--- config.mk ---
export PLATFORM = sky130hd
export DESIGN_NAME = neuron_layer_sequencer
export DESIGN_NICKNAME = d
export VERILOG_FILES = /design/src/rtl/neuron_layer_sequencer.sv
export SDC_FILE = /design/constraint.sdc
export NUM_CORES = 1
export LEC_CHECK = 0
export ABC_CLOCK_PERIOD_IN_PS = 1900
export BUFFER_PORTS_ARGS = -buffer_cell sky130_fd_sc_hd__buf_4
export CORE_UTILIZATION = 25
export DETAILED_ROUTE_END_ITERATION = 16
export MAX_ROUTING_LAYER = met4
export SYNTH_ARGS = -nofsm -noshare
export SYNTH_HDL_FRONTEND = slang
export SYNTH_SLANG_ARGS = --single-unit
--- constraint.sdc ---
create_clock -name clk -period 1.9 [get_ports clk]
set_input_delay 0.38 -clock clk [delete_from_list [all_inputs] [get_ports clk]]
set_output_delay 0.38 -clock clk [all_outputs]
set_load 0.01 [all_outputs]
--- src/rtl/neuron_layer_sequencer.sv ---
// neuron_layer_sequencer
// Control FSM that time-shares one layer's MAC datapath across NUM_NEURONS
// neurons. For each neuron it clears the accumulators, steps the pixel/weight
// fetch index through BATCH_SIZE beats, and waits MAC_LATENCY cycles for the
// pipeline to drain. It then holds the biased sum valid until downstream
// accepts it. After the last neuron is accepted it emits a one-cycle
// layer_done pulse.
module neuron_layer_sequencer #(
    parameter int NUM_NEURONS = 10,
    parameter int BATCH_SIZE  = 49,
    parameter int MAC_LATENCY = 3,
    localparam int STEP_W = (BATCH_SIZE  > 1) ? $clog2(BATCH_SIZE)  : 1,
    localparam int NEUR_W = (NUM_NEURONS > 1) ? $clog2(NUM_NEURONS) : 1
) (
    input  logic              clk,
    input  logic              rst,
    input  logic              start,
    input  logic              src_valid,
    input  logic              res_ready,
    output logic              busy,
    output logic [STEP_W-1:0] step_idx,
    output logic [NEUR_W-1:0] neuron_idx,
    output logic              acc_clr,
    output logic              acc_en,
    output logic              res_valid,
    output logic              layer_done
);

    localparam int DRAIN_W = (MAC_LATENCY > 1) ? $clog2(MAC_LATENCY) : 1;

    localparam logic [STEP_W-1:0]  LAST_STEP   = STEP_W'(BATCH_SIZE - 1);
    localparam logic [STEP_W-1:0]  STEP_ONE    = STEP_W'(1);
    localparam logic [NEUR_W-1:0]  LAST_NEURON = NEUR_W'(NUM_NEURONS - 1);
    localparam logic [NEUR_W-1:0]  NEURON_ONE  = NEUR_W'(1);
    localparam logic [DRAIN_W-1:0] LAST_DRAIN  = DRAIN_W'(MAC_LATENCY - 1);
    localparam logic [DRAIN_W-1:0] DRAIN_ONE   = DRAIN_W'(1);

    typedef enum logic [2:0] {
        IDLE,
        CLEAR,
        FEED,
        DRAIN,
        RESULT,
        DONE
    } state_t;

    state_t             state;
    logic [DRAIN_W-1:0] drain_cnt;

    // A beat is accumulated only while feeding and the source has data present.
    // A missing beat becomes a bubble, so no beat is lost or duplicated.
    assign acc_en = (state == FEED) && src_valid;

    // Sequencer state, counters and registered status outputs (set on the edge that enters each state)
    always_ff @(posedge clk) begin
        if (!rst) begin
            state      <= IDLE;
            step_idx   <= '0;
            neuron_idx <= '0;
            drain_cnt  <= '0;
            busy       <= 1'b0;
            acc_clr    <= 1'b0;
            res_valid  <= 1'b0;
            layer_done <= 1'b0;
        end else begin
            acc_clr    <= 1'b0;
            layer_done <= 1'b0;
            case (state)
                IDLE: begin
                    if (start) begin
                        state      <= CLEAR;
                        step_idx   <= '0;
                        neuron_idx <= '0;
                        busy       <= 1'b1;
                        acc_clr    <= 1'b1;
                    end
                end
                CLEAR: begin
                    state <= FEED;
                end
                FEED: begin
                    if (src_valid) begin
                        if (step_idx == LAST_STEP) begin
                            state     <= DRAIN;
                            drain_cnt <= '0;
                        end else begin
                            step_idx <= step_idx + STEP_ONE;
                        end
                    end
                end
                DRAIN: begin
                    if (drain_cnt == LAST_DRAIN) begin
                        state     <= RESULT;
                        res_valid <= 1'b1;
                    end else begin
                        drain_cnt <= drain_cnt + DRAIN_ONE;
                    end
                end
                RESULT: begin
                    if (res_ready) begin
                        res_valid <= 1'b0;
                        if (neuron_idx == LAST_NEURON) begin
                            state      <= DONE;
                            layer_done <= 1'b1;
                        end else begin
                            state      <= CLEAR;
                            neuron_idx <= neuron_idx + NEURON_ONE;
                            step_idx   <= '0;
                            acc_clr    <= 1'b1;
                        end
                    end
                end
                DONE: begin
                    state <= IDLE;
                    busy  <= 1'b0;
                end
                default: begin
                    state      <= IDLE;
                    busy       <= 1'b0;
                    res_valid  <= 1'b0;
                end
            endcase
        end
    end

endmodule
==> flow_results.org, run 1 <==
** Worst setup path
- Kind of start point of the critical path :: flop
- Type of element capturing the critical path :: flop
- Required time of the critical path :: 2.06 ns
- The worst setup path is of the flop to flop kind.
- Arrival time at the worst endpoint :: 1.88 ns
- Maximum fanout count along the critical path :: 9
- The worst register-to-register path has a setup slack of 0.18 ns.

** Global routing
- For this run, global-route usage on met1 was measured as 0.144.
- The via count of the first global-routing pass is 864.
- Initial antenna violation count :: 0
- Wire length of the first global-routing pass :: 3930 um
- Congestion Overflow GR :: 0
- Entering global routing, the biggest net connects 16 pins.
- Met3 Track Usage GR :: 0.0397
- GRT Max-Usage Layer :: met2
- Overall track demand over capacity in global routing :: 0.118
- Met2 Use GR :: 0.190

** Min path
- Class of the most critical hold timing path :: input port to flop

** Route
- After the first detailed-routing iteration, the DRC count stood at 27.
- Post-DR wirelength/cell :: 12.7 um
- After detailed routing, the number of vias per cell comes to 5.26.
- Number of antenna-violating nets in the routed design :: 0
- In the routed design, unresolved DRC markers number 0.
- DRT Wirelength :: 2360 um
- Detailed-router iteration count before antenna repair :: 4
- Number of vias in the routed layout :: 979

** Pwr
- Comb power frac :: 0.294
- Power spread over the standard cell area amounts to 839 nW/um^2.
- Of the total power, the share spent switching nets is 0.333.
- Internal Dissipation :: 0.720 mW
- Leakage :: 0.513 nW
- Across the VDD grid, the largest voltage drop is 0.457 mV.
- NetSw :: 0.359 mW
- Clock network fraction of total power :: 0.262
- The share of total power dissipated in sequential elements is 0.443.

** Synth
- The cell count after synthesis came out at 115.
- Number of nets produced by synthesis :: 125
- The synthesized design contains 0 enable-type register cells.
- Fraction of registers with async set/reset :: 0
- Yosys printed 0 warnings.
- Synth top area cells :: sky130_fd_sc_hd__dfxtp_1, sky130_fd_sc_hd__ha_1, sky130_fd_sc_hd__a21oi_1
- Share of the yosys chip area belonging to registers :: 0.370
- Netlist cell types :: 36
- After synthesis, the mean cell area works out to 8.94 sq um.
- sky130_fd_sc_hd__dfxtp_1 takes more of the synthesized area than any other cell.
- Main flop type after synthesis :: sky130_fd_sc_hd__dfxtp_1
- The synthesized design contains 19 register bits.
- Area share of the largest cell type after synthesis :: 0.370
- In this run the cell area of the synthesized design comes to 1030 sq um.

** STA
- The final-report max-slew violation count came to 0.
- Number of endpoints failing setup at the final stage :: 0
- Final Cycle Share :: 0.908
- Worst-case clock skew :: 0.0100 ns
- Measured slew at the worst slew-check pin :: 0.468 ns
- Count of final hold-check violations :: 0
- In the post-route analysis, the smallest setup slack over all paths is 0.175 ns.
- Final hold analysis gives a worst-case slack of 0.374 ns.
- Setup Total Neg Slack :: 0 ns
- Maximum frequency from static timing analysis :: 580 MHz
- Setup repair after global routing left no endpoint under its margin.
- In this run the tightest slew margin relative to its limit is 0.688.
- Subtracting the final worst setup slack from the clock period gives 1.72 ns.

** CTS
- CTS placed an instance of sky130_fd_sc_hd__clkbuf_8 at the clock tree root.
- CTS tree :: yes
- CTS sink count :: 19
- Clock-pin slew was measured on the worst setup and hold paths at 0.08 ns.
- The number of setup buffers added after CTS is 0.
- Bufs on Longest Clock Path :: 2
- At the later pin of the worst-skew pair, clock insertion delay measures 0.26 ns.
- Post-CTS sizing :: 0
- The number of hold buffers added after CTS was 0.
- CTS built an H-tree with a depth of 1.
- Cts bufs inserted :: 3

** Layout
- For this run, the post-layout net count is 149.
- The repair_antennas step left the layout with diodes totalling 0.
- Area growth syn-to-layout :: 24.9%
- Of the cells placed in the final design, the portion with a size suffix greater than 1 is 0.232.
- Final Core Density :: 0.338
- Counting the fill cells in the layout gives 411.
- Registers take 380 sq um.
- The multi-input combinational cells in the finished layout cover a total of 596 sq um.

** Die
- Std-Cell Core Area :: 3800 sq um
- FP Rows :: 22
- Die area :: 4370 sq um
- The die is 66.1 um wide.
- Vertical die dimension :: 66.1 um
- IO Count :: 20
- For this configuration, the core starts out at a cell density of 0.271.

** Status
- Status :: complete, no violations

** Placed design
- The count of buffers added on input and output ports is 19.
- The congestion estimate from routability-driven global placement came to 0.814.
- Post-DP HPWL :: 1770 um
- OpenSTA, run right after detailed placement, puts the worst setup slack at 0.170 ns.

** Job
- The tool flagged a number of max-cap violations equal to 0.
==> cells in the mapped netlist, types with 2 or more instances <==
cell type / n
sky130_fd_sc_hd__a21oi_1: 10
sky130_fd_sc_hd__a31o_1: 3
sky130_fd_sc_hd__a32o_1: 4
sky130_fd_sc_hd__and2_1: 2
sky130_fd_sc_hd__and3_1: 3
sky130_fd_sc_hd__buf_2: 3
sky130_fd_sc_hd__dfxtp_1: 19
sky130_fd_sc_hd__ha_1: 5
sky130_fd_sc_hd__inv_1: 6
sky130_fd_sc_hd__nand2_1: 5
sky130_fd_sc_hd__nand2b_1: 4
sky130_fd_sc_hd__nand3_1: 5
sky130_fd_sc_hd__nand3b_1: 2
sky130_fd_sc_hd__nand4_1: 8
sky130_fd_sc_hd__nand4b_1: 2
sky130_fd_sc_hd__nor2_1: 6
sky130_fd_sc_hd__nor3_1: 3
sky130_fd_sc_hd__nor4_1: 2
sky130_fd_sc_hd__o2111ai_1: 2
sky130_fd_sc_hd__o21ai_0: 4
sky130_fd_sc_hd__xor2_1: 2
==> per-layer routing <==
metal | part of all wire | wire (um)
met1 | 0.47 | 1110
met4 | 0.0047 | 11
met5 | 0 | 0
met2 | 0.47 | 1100
met3 | 0.057 | 134
==> flip-flops by register name, summed over array words and instances (netlist names) <==
name,count
drain_cnt,2
step_idx,6
busy,1
layer_done,1
neuron_idx,4
res_valid,1
state,3
acc_clr,1
==> power by group through the flow <==
stage | registers [mW] | logic (mW) | clock network, mW
after CTS | 0.477 | 0.316 | 0.293
after detailed placement | 0.486 | 0.315 | 0
final | 0.478 | 0.317 | 0.283
after global placement | 0.485 | 0.311 | 0
after global routing | 0.484 | 0.351 | 0.308
after floorplan | 0.464 | 0.239 | 0
==> cell families after synthesis <==
kind of cell / Yosys count / synth area share
XOR/XNOR: 2 / 0.0170
buffers and inverters: 11 / 0.0511
adder cells (fa/ha/maj): 5 / 0.0608
multiplexers: 1 / 0.0146
flip-flops: 19 / 0.370
AO/OA/AOI/OAI: 27 / 0.181
AND/OR/NAND/NOR: 50 / 0.305
==> per-stage QoR <==
step | power (mW) | cells | area (sq um)
after floorplan | 0.703 | 115 | 1030
after global placement | 0.795 | 182 | 1240
after detailed placement | 0.801 | 182 | 1240
after CTS | 1.09 | 186 | 1280
after global routing | 1.14 | 186 | 1280
final | 1.08 | 186 | 1280
==> final cells by class <==
| cell class | count | area share |
|---|---|---|
| clock buffers | 3 | 0.0321 |
| flip-flops and latches | 19 | 0.296 |
| inverters | 6 | 0.0175 |
| multi-input cells | 85 | 0.463 |
| clock inverters | 1 | 0.00389 |
| well taps | 48 | 0.0467 |
| repair buffers | 24 | 0.140 |
==> worst paths after layout <==
kind                               from                   endpoint  cells after the start
min                           res_ready      layer_done$_SDFF_PN0_                      2
max reg2reg  neuron_idx[1]$_SDFFE_PN0P_   step_idx[5]$_SDFFE_PN0P_                      6
min reg2reg   drain_cnt[0]$_SDFFE_PN0P_  drain_cnt[0]$_SDFFE_PN0P_                      2
max          neuron_idx[1]$_SDFFE_PN0P_   step_idx[5]$_SDFFE_PN0P_                      6
==> placed cells by master, fill, tap and decap left out, drive strengths merged, types with 3 or more instances in the layout <==
cell,netlist,routed
a21oi,10,10
a31o,3,3
a32o,4,4
and3,3,3
buf,4,24
clkbuf,1,3
dfxtp,19,19
ha,5,5
inv,6,6
nand2,5,5
nand2b,4,4
nand3,5,5
nand4,8,8
nor2,7,7
nor3,3,3
o21ai,4,4
==> worst max-delay path: stages (launching register included) <==
cell	delay, ns
sky130_fd_sc_hd__dfxtp_1	0.35
sky130_fd_sc_hd__inv_1	0.07
sky130_fd_sc_hd__ha_1	0.13
sky130_fd_sc_hd__nand4b_1	0.16
sky130_fd_sc_hd__a211o_1	0.45
sky130_fd_sc_hd__and4_4	0.24
sky130_fd_sc_hd__a32o_1	0.21
Power figures use the tool's default switching activity.
==> run 2: changes to the inputs <==
Settings changed: CORE_MARGIN set to 3, SETUP_SLACK_MARGIN set to 0.3.
==> flow_results.org, run 2 (synthesized netlist as in run 1, its figures left out) <==
** Min path
- The cell count of the worst hold path came to 2 (unchanged).
- Min-Delay Endpoint :: layer_done$_SDFF_PN0_ (unchanged)
- Beginning of the worst hold path :: res_ready (unchanged)
- Class of the most critical hold timing path :: input port to flop (unchanged)

** Die
- The initial core utilization is 0.271 (unchanged).
- IO Count :: 20 (unchanged)
- The die width is 70.1 um (was 66.1 um).
- The number of rows created at floorplan is 22 (unchanged).
- Std-Cell Core Area :: 3800 sq um (unchanged)
- Die area :: 4920 sq um (was 4370 sq um)
- Vertical die dimension :: 70.1 um (was 66.1 um)

** Layout
- Multi-input gate area :: 611 sq um (was 596 sq um)
- Largest registers :: step_idx x6, neuron_idx x4, state x3 (unchanged)
- Register Area :: 397 sq um (was 380 sq um)
- Flip-flop count of the largest register, all copies and words added :: 6 (unchanged)
- Commonest cells after routing, fill and taps aside :: sky130_fd_sc_hd__buf_4, sky130_fd_sc_hd__dfxtp_1, sky130_fd_sc_hd__a21oi_1 (unchanged)
- The leading cell type in the layout, fill and taps excluded was sky130_fd_sc_hd__buf_4 (unchanged).
- The ratio of cells with drive above 1 in the final layout came to 0.310 (was 0.232).
- The number of antenna diodes is 0 (unchanged).
- Post-layout net count :: 156 (was 149)
- The post-layout instance count excluding filler cells is 193 (was 186).
- Area growth syn-to-layout :: 34.1% (was 24.9%)
- Largest Register :: step_idx (unchanged)
- The number of fill cells in the layout is 404 (was 411).

** CTS
- The level count of the clock H-tree was 1 (unchanged).
- The CTS buffer count is 3 (unchanged).
- Hold buffers post-CTS :: 0 (unchanged)
- The total clock sinks came to 19 (unchanged).
- Clock latency reported for the late side of the worst-skew pair :: 0.25 ns (was 0.26 ns)
- The clock-pin slew reported for the worst setup and hold paths after clock tree synthesis came to 0.07 ns (was 0.08 ns).
- CTS root buf :: sky130_fd_sc_hd__clkbuf_8 (unchanged)
- The maximum clock insertion buffer count is 2 (unchanged).
- The clock tree from TritonCTS is yes (unchanged).

** STA
- Remaining max-slew budget at the tightest pin :: 0.670 (was 0.688)
- Post-layout minimum cycle time :: 1.60 ns (was 1.72 ns)
- The maximum clock frequency was 623 MHz (was 580 MHz).
- RSZ-0062 raised after global routing :: true (was false)
- Number of endpoints failing setup at the final stage :: 0 (unchanged)
- Worst-case clock skew :: 0.00250 ns (was 0.0100 ns)
- The final count of hold timing violations came to 0 (unchanged).
- Measured slew at the worst slew-check pin :: 0.495 ns (was 0.468 ns)
- Final Cycle Share :: 0.845 (was 0.908)
- Setup Total Neg Slack :: 0 ns (unchanged)
- Max-slew violation total from the final report :: 0 (unchanged)

** Route
- The iteration-0 DRC count of the detailed router is 23 (was 27).
- The routed length per placed instance came to 13.1 um (was 12.7 um).
- The number of nets with antenna violations after detailed routing came to 0 (unchanged).
- The via density per instance came to 5.14 (was 5.26).
- The remaining routing DRC violations came to 0 (unchanged).
- Detailed-router iteration count before antenna repair :: 4 (unchanged)
- Number of vias in the routed layout :: 992 (was 979)
- The final wirelength came to 2530 um (was 2360 um).

** Pwr
- Portion of total power attributed to sequential cells :: 0.436 (was 0.443)
- The clock power share is 0.252 (was 0.262).
- The leakage component of the power was 0.549 nW (was 0.513 nW).
- The power per cell area was 814 nW/um^2 (was 839 nW/um^2).
- Switching part of the total power :: 0.329 (was 0.333)
- Internal Dissipation :: 0.753 mW (was 0.720 mW)
- Worst VDD drop :: 0.478 mV (was 0.457 mV)
- NetSw :: 0.369 mW (was 0.359 mW)
- Comb power frac :: 0.313 (was 0.294)

** Global routing
- The via count of the first global-routing pass was 928 (was 864).
- The total global-route track usage is 0.104 (was 0.118).
- Wire length of the first global-routing pass :: 4190 um (was 3930 um)
- Initial antenna violation count :: 0 (unchanged)
- Largest net degree at the start of global routing :: 16 (unchanged)
- Congestion Overflow GR :: 0 (unchanged)

** Worst setup path
- The launch point of the worst reg-to-reg path was state[2]$_SDFFE_PN0P_ (was neuron_idx[1]$_SDFFE_PN0P_).
- Maximum fanout count along the critical path :: 8 (was 9)
- Arrival time at the worst endpoint :: 1.22 ns (was 1.88 ns)
- The kind of critical path is flop to primary output (was flop to flop).
- The depth of the worst register-to-register path came to 5 (was 6).
- The end of the worst register-to-register path was step_idx[0]$_SDFFE_PN0P_ (was step_idx[5]$_SDFFE_PN0P_).
- The worst path required time is 1.52 ns (was 2.06 ns).
- The kind of end point of the critical path was a primary output (was flop).
- Minimum setup slack among reg-to-reg paths :: 0.30 ns (was 0.18 ns)
- The sort of element at the start of the critical path is a flop (unchanged).

** Placed design
- Cell count after placement :: 181 (was 182)
- PortBufs :: 19 (unchanged)
- Final weighted congestion in routability-driven placement :: 0.847 (was 0.814)
- The HPWL reported at the end of detailed placement is 1740 um (was 1770 um).

** Status
- Status :: complete, no violations (unchanged)

** Job
- The max-cap check violation count is 0 (unchanged).
-- run 2: worst max path at each step --
stage | startpoint | end | slack, ns | depth (start not counted)
after floorplan | neuron_idx[1]$_SDFFE_PN0P_ | step_idx[2]$_SDFFE_PN0P_ | 0.32 | 7
final | state[2]$_SDFFE_PN0P_ | acc_en | 0.30 | 4
after global placement | start | step_idx[0]$_SDFFE_PN0P_ | 0.25 | 6
after detailed placement | start | step_idx[0]$_SDFFE_PN0P_ | 0.20 | 6
after global routing | state[2]$_SDFFE_PN0P_ | step_idx[0]$_SDFFE_PN0P_ | 0.22 | 5
after CTS | state[2]$_SDFFE_PN0P_ | acc_en | 0.30 | 4
-- run 2: cell type report --
type / count / share of cell area
timing repair buffer: 31 / 0.177
sequential: 19 / 0.288
tap: 48 / 0.0436
clock buffer: 4 / 0.0327
multi-input combinational: 85 / 0.443
inverter: 6 / 0.0163
-- run 2: stage by stage --
step                      worst slack (ns)  hold WS [ns]  area (sq um)  utilization  power (mW)
after floorplan                      0.320         0.444          1030            -       0.704
after global placement               0.248         0.454          1230        0.324       0.798
after detailed placement             0.200         0.463          1230        0.324       0.801
after CTS                            0.297         0.385          1310        0.344        1.09
after global routing                 0.224         0.380          1380        0.363        1.19
final                                0.295         0.393          1380        0.363        1.12
-- run 2: worst max-delay path, cell delays in order (launching register included) --
cell and delay [ns]:
sky130_fd_sc_hd__dfxtp_4 0.37, sky130_fd_sc_hd__buf_6 0.14, sky130_fd_sc_hd__nor3b_4 0.21, sky130_fd_sc_hd__and2_4 0.17, sky130_fd_sc_hd__buf_6 0.09
-- run 2: repair_timing --
action / 4_1_cts / 5_1_grt
setup endpoints to repair: 7 / 7
gates resized for setup: 6 / 8
pin swaps: 3 / 4
gates cloned: 0 / 0
setup buffers: 2 / 6
-- run 2: power by group through the flow --
stage	clock network, mW	registers (mW)	logic, mW
3_5_place_dp	0	0.491	0.310
3_3_place_gp	0	0.491	0.307
4_1_cts	0.294	0.485	0.316
6_report	0.282	0.489	0.351
2_1_floorplan	0	0.465	0.239
5_1_grt	0.306	0.497	0.388
-- run 2: routing by layer --
layer | vias to the layer above | wire length, um | GRT usage
met3 | 2 | 130 | 0.0360
met1 | 470 | 1140 | 0.131
met2 | 22 | 1250 | 0.162
li1 | 498 | - | -
met4 | 0 | 15 | 0.0191
met5 | - | 0 | -
